[config.mk]
export PLATFORM = sky130hd
export DESIGN_NAME = dmem_arbiter
export DESIGN_NICKNAME = d
export VERILOG_FILES = /design/src/rtl/dmem_arbiter_pkg.sv /design/src/rtl/dmem_arbiter_rr_pick3.sv /design/src/rtl/dmem_arbiter.sv
export SDC_FILE = /design/constraint.sdc
export NUM_CORES = 1
export LEC_CHECK = 0
export ABC_AREA = 1
export BUFFER_PORTS_ARGS = -buffer_cell sky130_fd_sc_hd__clkbuf_2
export CAP_MARGIN = 20
export CORE_MARGIN = 1.5
export CORE_UTILIZATION = 30
export DETAILED_ROUTE_END_ITERATION = 12
export PLACE_DENSITY_LB_ADDON = 0.1
export SYNTH_ARGS = -nofsm -noshare
export SYNTH_HDL_FRONTEND = slang
export SYNTH_HIERARCHICAL = 1
export SYNTH_SLANG_ARGS = --single-unit
[constraint.sdc]
create_clock -name clk -period 2.4 [get_ports clk]
set_clock_uncertainty 0.15 [all_clocks]
set_input_delay 0.12 -clock clk [delete_from_list [all_inputs] [get_ports clk]]
set_output_delay 0.12 -clock clk [all_outputs]
set_load 0.05 [all_outputs]
[src/rtl/dmem_arbiter_pkg.sv]
// Shared control definitions for the data-memory arbiter: requester indices,
// FSM encoding and the modulo-3 index helper.
package dmem_arbiter_pkg;

  localparam logic [1:0] REQ_CPU    = 2'd0;
  localparam logic [1:0] REQ_STACK  = 2'd1;
  localparam logic [1:0] REQ_DBG    = 2'd2;
  localparam logic [1:0] OWNER_NONE = 2'd3;

  typedef enum logic {
    ST_IDLE = 1'b0,
    ST_OWN  = 1'b1
  } state_t;

  function automatic logic [1:0] next_idx(input logic [1:0] idx);
    return (idx == 2'd2) ? 2'd0 : idx + 2'd1;
  endfunction

endpackage

[src/rtl/dmem_arbiter_rr_pick3.sv]
// Combinational 3-way round-robin picker: first set req bit at or after start,
// wrapping modulo 3.
module rr_pick3
  import dmem_arbiter_pkg::*;
(
  input  logic [2:0] req,
  input  logic [1:0] start,
  output logic [1:0] winner,
  output logic       valid
);

  logic [1:0] idx;

  // NOTE: every always_comb output gets a default first so no path leaves it unassigned (no latch).
  always_comb begin
    winner = OWNER_NONE;
    idx    = start;
    for (int k = 0; k < 3; k++) begin
      if (winner == OWNER_NONE && req[idx]) winner = idx;
      idx = next_idx(idx);
    end
  end

  assign valid = |req;

endmodule

[src/rtl/dmem_arbiter.sv]
// Data-memory arbiter: CPU, stack unit and debug port share one 8-bit memory
// port with round-robin ownership, multi-beat lock and a hold-time watchdog.
module dmem_arbiter
  import dmem_arbiter_pkg::*;
#(
  parameter int MAX_HOLD = 16
) (
  input  logic        clk,
  input  logic        rst,
  input  logic [2:0]  req,
  input  logic [2:0]  lock,
  input  logic [2:0]  wr,
  input  logic [23:0] addr_in,
  input  logic [23:0] wdata_in,
  output logic [2:0]  grant,
  output logic [7:0]  rdata,
  output logic [7:0]  mem_addr,
  output logic [7:0]  mem_wdata,
  output logic        mem_wr,
  output logic        mem_rd,
  input  logic [7:0]  mem_rdata,
  input  logic        mem_rdy,
  output logic [1:0]  owner,
  output logic        hold_err
);

  state_t     state_q, state_d;
  logic [1:0] owner_q, owner_d;
  logic [1:0] last_q, last_d;
  logic [7:0] hold_q, hold_d;
  logic       err_q, err_d;

  logic [2:0] owner_mask;
  logic [2:0] pick_req;
  logic [1:0] pick_winner;
  logic       pick_valid;
  logic       own_active;
  logic       release_now;
  logic       forced;

  // A releasing owner is masked so it cannot immediately win again.
  always_comb begin
    owner_mask = 3'b000;
    if (state_q == ST_OWN) begin
      case (owner_q)
        REQ_CPU:   owner_mask = 3'b001;
        REQ_STACK: owner_mask = 3'b010;
        REQ_DBG:   owner_mask = 3'b100;
        default:   owner_mask = 3'b000;
      endcase
    end
  end

  assign pick_req = req & ~owner_mask;

  rr_pick3 u_pick (
    .req    (pick_req),
    .start  (next_idx(last_q)),
    .winner (pick_winner),
    .valid  (pick_valid)
  );

  assign own_active = (state_q == ST_OWN) && |(req & owner_mask);

  always_comb begin
    grant     = 3'b000;
    mem_addr  = 8'h00;
    mem_wdata = 8'h00;
    mem_wr    = 1'b0;
    mem_rd    = 1'b0;
    if (own_active) begin
      grant  = mem_rdy ? owner_mask : 3'b000;
      mem_wr = |(wr & owner_mask);
      mem_rd = ~|(wr & owner_mask);
      case (owner_q)
        REQ_CPU: begin
          mem_addr  = addr_in[7:0];
          mem_wdata = wdata_in[7:0];
        end
        REQ_STACK: begin
          mem_addr  = addr_in[15:8];
          mem_wdata = wdata_in[15:8];
        end
        default: begin
          mem_addr  = addr_in[23:16];
          mem_wdata = wdata_in[23:16];
        end
      endcase
    end
  end

  assign release_now = !own_active || (mem_rdy && !(|(lock & owner_mask)));
  assign forced      = !release_now && (hold_q == 8'(MAX_HOLD - 1));

  always_comb begin
    state_d = state_q;
    owner_d = owner_q;
    last_d  = last_q;
    hold_d  = hold_q;
    err_d   = err_q;
    case (state_q)
      ST_IDLE: begin
        if (pick_valid) begin
          state_d = ST_OWN;
          owner_d = pick_winner;
          last_d  = pick_winner;
          hold_d  = 8'd0;
        end
      end
      default: begin
        if (release_now || forced) begin
          if (forced) err_d = 1'b1;
          hold_d = 8'd0;
          if (pick_valid) begin
            owner_d = pick_winner;
            last_d  = pick_winner;
          end else begin
            state_d = ST_IDLE;
            owner_d = OWNER_NONE;
          end
        end else begin
          hold_d = hold_q + 8'd1;
        end
      end
    endcase
  end

  // NOTE: state registers use non-blocking assignments; reset here is synchronous to clk.
  always_ff @(posedge clk) begin
    if (rst) begin
      state_q <= ST_IDLE;
      owner_q <= OWNER_NONE;
      last_q  <= REQ_DBG;
      hold_q  <= 8'd0;
      err_q   <= 1'b0;
    end else begin
      state_q <= state_d;
      owner_q <= owner_d;
      last_q  <= last_d;
      hold_q  <= hold_d;
      err_q   <= err_d;
    end
  end

  assign rdata    = mem_rdata;
  assign owner    = owner_q;
  assign hold_err = err_q;

endmodule

==> Yosys cells after proc, flatten, opt, wreduce, memory -nomap -nowiden <==
Index checks and enable logic that the tools add are counted.
{ "classes": {"add_sub_neg": 4, "magnitude_cmp": 3, "eq_ne": 9, "n_mux": 35, "bitwise_logic": 5, "n_reduce_logical": 19} }
{ "ops": {"columns": ["operator", "n"], "rows": [
  ["two-way mux 8 bit", 5],
  ["case mux 8 bit (2 select lines)", 2],
  ["two-way mux 2 bit", 13],
  ["bitwise AND 3 bit", 4],
  ["equality test 2 bit (second input constant)", 6],
  ["OR reduction 3 bit", 4],
  ["less-than comparator 2 x 3 -> 1 bit (second input constant)", 3],
  ["two-way mux 3 bit", 3],
  ["case mux 3 bit (3 select lines)", 1],
  ["adder 8 x 1 -> 8 bit (second input constant)", 1],
  ["equality test 8 x 4 -> 1 bit (second input constant)", 1],
  ["two-way mux 1 bit", 8],
  ["adder 2 x 1 -> 2 bit (second input constant)", 3],
  ["binary-select mux 1 bit (select 2 bit)", 3],
  ["logical AND 1 bit", 5],
  ["zero test 1 bit", 4],
  ["inverter 3 bit", 1],
  ["AND reduction 3 bit", 1],
  ["equality test 2 x 1 -> 1 bit (second input constant)", 1],
  ["zero test 2 bit", 1],
  ["logical OR 1 bit", 2],
  ["inequality test 2 x 1 -> 1 bit (second input constant)", 1],
  ["AND reduction 2 bit", 1],
  ["nonzero test 2 bit", 1]
]} }
{ "word_totals": {"regBits": 14, "inputBits": 68, "out_inout_bits": 32} }

==> Longest topological paths before layout <==
{ "logic_depth": {"ltp_word": 17, "depth_mapped": 16} }

==> Hierarchy <==
The synthesis kept the hierarchy.
{ "modules_own_cells": {"columns": ["module", "instances", "cells_each", "area_per_inst_um2", "seq_area_each_um2"], "rows": [
  ["dmem_arbiter", 1, 245, 1353.8, 280.3],
  ["rr_pick3", 1, 34, 166.4, 0.0]
]} }

==> Worst setup path after synthesis <==
Ideal clock, no wire load.
{ "synth_path": {"kind": "register -> register", "startpoint": "register owner_q[1], in the netlist owner[1]", "endpoint": "register owner_q[0], in the netlist owner[0]", "setup_time_ns": 0.124, "t_arrival_ns": 2.350, "required_time_ns": 2.126, "setup_slack_ns": -0.224, "stages_incl_launch_ff": 16, "path_cell_list": "dfxtp_1 buf_2 buf_2 clkbuf_1 o31ai_1 inv_1 inv_1 nand2_1 nand2_1 nor2_2 nand3_1 nand2_1 a21oi_2 o21bai_1 nand3_1 nand3_1"} }
{ "synth_via": {"elab_chain_len": 17, "word_cells_on_any_way": 40, "cone_classes": "eq/ne: 5; mux: 15; bitwise: 4; reduce/logical: 16"} }
{ "synth_lines": {"columns": ["item", "line_no", "rtl"], "rows": [
  ["start: declaration", "dmem_arbiter.sv:28", "logic [1:0] owner_q, owner_d;"],
  ["start signal: assignment", "dmem_arbiter.sv:138", "owner_q <= owner_d;"],
  ["equality test 2 bit, or another cell as far along", "dmem_arbiter.sv:45", "case (owner_q)"],
  ["case mux 3 bit (3 select lines) *", "dmem_arbiter.sv:45", null],
  ["two-way mux 3 bit *", "dmem_arbiter.sv:44", "if (state_q == ST_OWN) begin"],
  ["inverter 3 bit *", "dmem_arbiter.sv:54", "assign pick_req = req & ~owner_mask;"],
  ["bitwise AND 3 bit *", "dmem_arbiter.sv:54", null],
  ["via pick_req[1]", "dmem_arbiter.sv:34", "logic [2:0] pick_req;"],
  ["binary-select mux 1 bit (select 2 bit)", "dmem_arbiter_rr_pick3.sv:19", "if (winner == OWNER_NONE && req[idx]) winner = idx;"],
  ["two-way mux 1 bit (not written as such)", "dmem_arbiter_rr_pick3.sv:19", null],
  ["[... 3 more ...]", null, null],
  ["two-way mux 2 bit", "dmem_arbiter_rr_pick3.sv:19", null],
  ["equality test 2 bit", "dmem_arbiter_rr_pick3.sv:19", null],
  ["logical AND 1 bit", "dmem_arbiter_rr_pick3.sv:19", null],
  ["two-way mux 2 bit *", "dmem_arbiter_rr_pick3.sv:19", null],
  ["via pick_winner[0]", "dmem_arbiter.sv:35", "logic [1:0] pick_winner;"],
  ["two-way mux 2 bit", "dmem_arbiter.sv:114", "if (pick_valid) begin"],
  ["two-way mux 2 bit", "dmem_arbiter.sv:111", "if (release_now || forced) begin"],
  ["two-way mux 2 bit *", "dmem_arbiter.sv:101", "case (state_q)"]
]} }
Mark *: on every way through the listed nets, which the timed path passes. The rest lies on a longest branch. The select of a mux whose other input is x is not followed.
A chain may end at the register's enable or synchronous reset.

==> Final worst setup path <==
{ "layout_path": {"startpoint": "register owner_q[0], in the netlist owner[0]", "endpoint": "output grant[0]"} }
{ "layout_via": {"elab_chain_len": 7, "word_cells_on_any_way": 10, "cone_classes": "eq/ne: 2; mux: 4; bitwise: 1; reduce/logical: 3"} }
{ "layout_lines": {"columns": ["item", "line_no", "rtl"], "rows": [
  ["equality test 2 bit, or another cell as far along", "dmem_arbiter.sv:45", null],
  ["case mux 3 bit (3 select lines) *", "dmem_arbiter.sv:45", null],
  ["two-way mux 3 bit *", "dmem_arbiter.sv:44", null],
  ["bitwise AND 3 bit", "dmem_arbiter.sv:63", "assign own_active = (state_q == ST_OWN) && |(req & owner_mask);"],
  ["OR reduction 3 bit", "dmem_arbiter.sv:63", null],
  ["logical AND 1 bit", "dmem_arbiter.sv:63", null],
  ["two-way mux 3 bit *", "dmem_arbiter.sv:71", "if (own_active) begin"],
  ["end: declaration", "dmem_arbiter.sv:15", "output logic [2:0] grant,"]
]} }
Mark *: on every way between the ends. The rest lies on a longest branch, timed or not.

==> results.py <==
metrics = {
    "worst_setup_path": {
        "cp_slowest_cell": "sky130_fd_sc_hd__dfxtp_1",
        "crit_start": "owner[0]",
        "critical_path_peak_fanout": 12,
        "worstSetupPathType": "reg2out",
        "path_cells": "inv_2, nor2_8, nand3_2, nand3_2, buf_4, nand3_1, inv_1, clkbuf_2",
        "worst_ep_required_ps": 2130,
        "start_kind": "flip-flop",
        "timing.critical_path.arrival_ps": 1920,
        "timing.rr.start": "owner[0]",
        "setup.worst_path.end_class": "output port",
        "worst_path_most_repeated_cell": "sky130_fd_sc_hd__nand3_2",
        "critical_path.max_stage_delay_ps": 490,
    },
    "clock_network": {
        "cts_setup_buffers": 0,
        "buffer_type_at_the_clock_tree_root": "sky130_fd_sc_hd__clkbuf_8",
        "clkTransAtPathRegs_ps": 60,
        "cts_buffers": 3,
        "cts_tree": "yes",
        "clk_path_buf_depth": 2,
        "holdBufCountCts": 0,
        "clock_sink_count": 14,
        "ctsHtreeMaxLevel": 1,
        "worst_skew_pair.late_latency_ps": 240,
        "cts.repair.resized": 0,
    },
    "logic_synthesis": {
        "synth.yosys.seq_area_share": 0.184,
        "synth.cell_area_um2": 1520,
        "synth_top_cell_area_share": 0.254,
        "syn_avg_cell_area_um2": 5.45,
        "postSynthCellCount": 279,
        "syn-num-nets": 348,
        "yosys_register_bits": 14,
        "ys.warnings.count": 6,
        "yosysUniqueCellTypes": 29,
        "synth.largest_area_cell": "sky130_fd_sc_hd__nand2_1",
        "synth.top_cells.by_area": "sky130_fd_sc_hd__nand2_1 (25%), sky130_fd_sc_hd__dfxtp_1 (18%), sky130_fd_sc_hd__nand3_1 (12%), sky130_fd_sc_hd__inv_1 (11%), sky130_fd_sc_hd__buf_4 (4.0%)",
    },
    "sta": {
        "grt_setup_unrepaired": "false",
        "hold_violations": 0,
        "finalCriticalPeriod_ps": 2190,
        "drv_slew": 0,
        "post-route-period-util": 0.913,
        "totalNegativeSetupSlack_ps": 0,
        "finalWorstSetupSlack_ps": 209,
        "fmaxAchievable_ghz": 0.456,
        "setup-violations-final": 0,
        "worstMarginPinSlew_ps": 344,
        "slew_headroom": 0.770,
    },
    "floorplan": {
        "die-width_um": 74.2,
        "fp.coreArea_um2": 4820,
        "fp-row-count": 25,
        "floorplan.die.height_um": 74.2,
        "io_pins": 100,
        "design.die.area_um2": 5500,
        "initial_utilization": 0.316,
    },
    "pwr": {
        "power.ir.vdd_worst_mv": 0.417,
        "power_density_nw_per_um2": 849,
        "power.static_leakage_nw": 1.24,
    },
    "final_layout": {
        "final_nets": 427,
        "drive_above_1_share": 0.320,
        "antenna_cells": 0,
        "synth_to_final_area_change_pct": 33.3,
        "final.fill_count": 534,
    },
    "global_routing": {
        "grt_max_degree": 19,
        "track_usage": 0.160,
        "wire_length_of_the_first_global_routing_pass_um": 7060,
        "overflow": 0,
        "number_of_global_route_vias_before_repair": 1684,
        "grt_antenna_before_repair": 0,
    },
    "routing": {
        "remaining_design_rule_violation_count": 0,
        "post_route_antenna_net_violation_count": 0,
        "wire_per_inst_um": 10.5,
        "route.vias.total": 1857,
        "final_routed_wirelength_across_all_metal_layers_um": 4420,
        "initialDrtViolationCount": 52,
        "per_cell_via_count_in_the_routed_design": 4.39,
        "detail_route.first_pass.iterations": 4,
    },
    "hold_path": {
        "startpoint_of_the_most_critical_hold_path": "rst",
        "hp-class": "in2reg",
    },
    "status": {
        "outcome": "finished clean",
    },
    "placed_design": {
        "setup_slack_placement_ps": 341,
        "portBuffers": 83,
        "routability_driven_placement_congestion_ratio": 0.892,
        "hpwlAfterDp_um": 3590,
    },
    "flow_run": {
        "drv_cap": 0,
    },
}
==> layer usage <==
| metal | up-vias | GRT usage | part of all wire |
|---|---|---|---|
| li1 | 1009 | - | - |
| met1 | 785 | 0.193 | 0.47 |
| met3 | 4 | 0.0190 | 0.070 |
| met4 | 0 | 0.0432 | 0.0075 |
| met2 | 59 | 0.298 | 0.45 |
| met5 | - | 0 | 0 |
==> flip-flops by register name, summed over array words and instances, names as in the netlist <==
register and cells:
hold_err 1, last_q 2, hold_q 8, owner 2, state_q 1
==> where the power goes <==
part           internal (mW)  leakage [nW]  total [mW]  switching (mW)
clock network          0.111        0.0216       0.189          0.0785
logic                  0.396          1.11        1.21           0.811
registers              0.271         0.114       0.323          0.0524
total                  0.777          1.24        1.72           0.942
==> metrics by stage <==
stage                      util  total power, mW  hold slack [ps]  area [µm²]  std cells
final                     0.421             1.72             24.0        2030        423
after global routing      0.421             1.88             45.3        2030        423
after CTS                 0.421             1.74             34.0        2030        423
after detailed placement  0.412             1.55             90.3        1980        420
after global placement    0.412             1.55             90.3        1980        420
after floorplan               -             1.29              257        1530        279
==> cell type report <==
cell class              count  area, µm²  share of cell area
clock buffers               3       41.3              0.0204
multi-input cells         200        963               0.476
flip-flops and latches     14        282               0.139
repair buffers             91        475               0.235
well taps                  67       83.8              0.0414
inverters                  48        180              0.0889
==> final timing paths <==
check / endpoint / slack (ps) / cells past startpoint
hold / removal: hold_err / 20 / 2
setup reg to reg: owner[1] / 320 / 14
hold reg to reg: hold_err / 300 / 2
setup / recovery: grant[0] / 210 / 8
==> synthesized netlist by cell type <==
cell                       count
sky130_fd_sc_hd__nand4_1       5
sky130_fd_sc_hd__clkbuf_1      4
sky130_fd_sc_hd__a21oi_2       1
sky130_fd_sc_hd__xor2_1        2
sky130_fd_sc_hd__inv_1        44
sky130_fd_sc_hd__nand3_4       1
sky130_fd_sc_hd__nand3_1      37
sky130_fd_sc_hd__o21a_1        3
sky130_fd_sc_hd__o21bai_1      2
sky130_fd_sc_hd__nor3b_2       1
sky130_fd_sc_hd__o31ai_1       1
sky130_fd_sc_hd__nor3_1        5
sky130_fd_sc_hd__buf_1         1
sky130_fd_sc_hd__ha_1          1
sky130_fd_sc_hd__inv_2         4
sky130_fd_sc_hd__nand2_2       3
sky130_fd_sc_hd__buf_2         4
sky130_fd_sc_hd__nand2_1     103
sky130_fd_sc_hd__nor2_8        1
sky130_fd_sc_hd__nor2_1       13
sky130_fd_sc_hd__o21ai_1       1
sky130_fd_sc_hd__o21ai_0       3
sky130_fd_sc_hd__dfxtp_1      14
sky130_fd_sc_hd__buf_4         8
sky130_fd_sc_hd__nor2_2        3
sky130_fd_sc_hd__a21oi_1      10
sky130_fd_sc_hd__o21bai_2      1
sky130_fd_sc_hd__nor2_4        1
sky130_fd_sc_hd__nand3_2       2
==> logic make-up (layout without fill, tap and decap cells) <==
logic type | after synthesis | in the layout | share of synthesized area
fa+ha+maj | 1 | 1 | 0.00823
compound gates | 22 | 22 | 0.0889
simple gates | 175 | 175 | 0.523
xor+xnor | 2 | 2 | 0.0115
buf+inv | 65 | 142 | 0.184
flops | 14 | 14 | 0.184
==> placed cells by master (no fill, tap or decap), types with 2 or more instances in the layout <==
cell type and instances:
sky130_fd_sc_hd__inv_2 4, sky130_fd_sc_hd__dfxtp_1 13, sky130_fd_sc_hd__nand3_1 37, sky130_fd_sc_hd__o21ai_0 3, sky130_fd_sc_hd__o21a_1 3, sky130_fd_sc_hd__inv_1 44, sky130_fd_sc_hd__nor2_1 12, sky130_fd_sc_hd__xor2_1 2
sky130_fd_sc_hd__nand3_2 2, sky130_fd_sc_hd__clkbuf_8 3, sky130_fd_sc_hd__clkbuf_2 83, sky130_fd_sc_hd__nand4_1 5, sky130_fd_sc_hd__nand2_1 103, sky130_fd_sc_hd__nand2_2 3, sky130_fd_sc_hd__nor3_1 5, sky130_fd_sc_hd__buf_4 8
sky130_fd_sc_hd__nor2_2 4, sky130_fd_sc_hd__a21oi_1 10, sky130_fd_sc_hd__o21bai_1 2
==> worst max-delay path: cells and delay by family (launching register included) <==
family                 cells  cell delay, ps
buffers and inverters      4             710
DFF                        1             490
and+or+nand+nor            4             460
(Power assumes the default switching activity.)
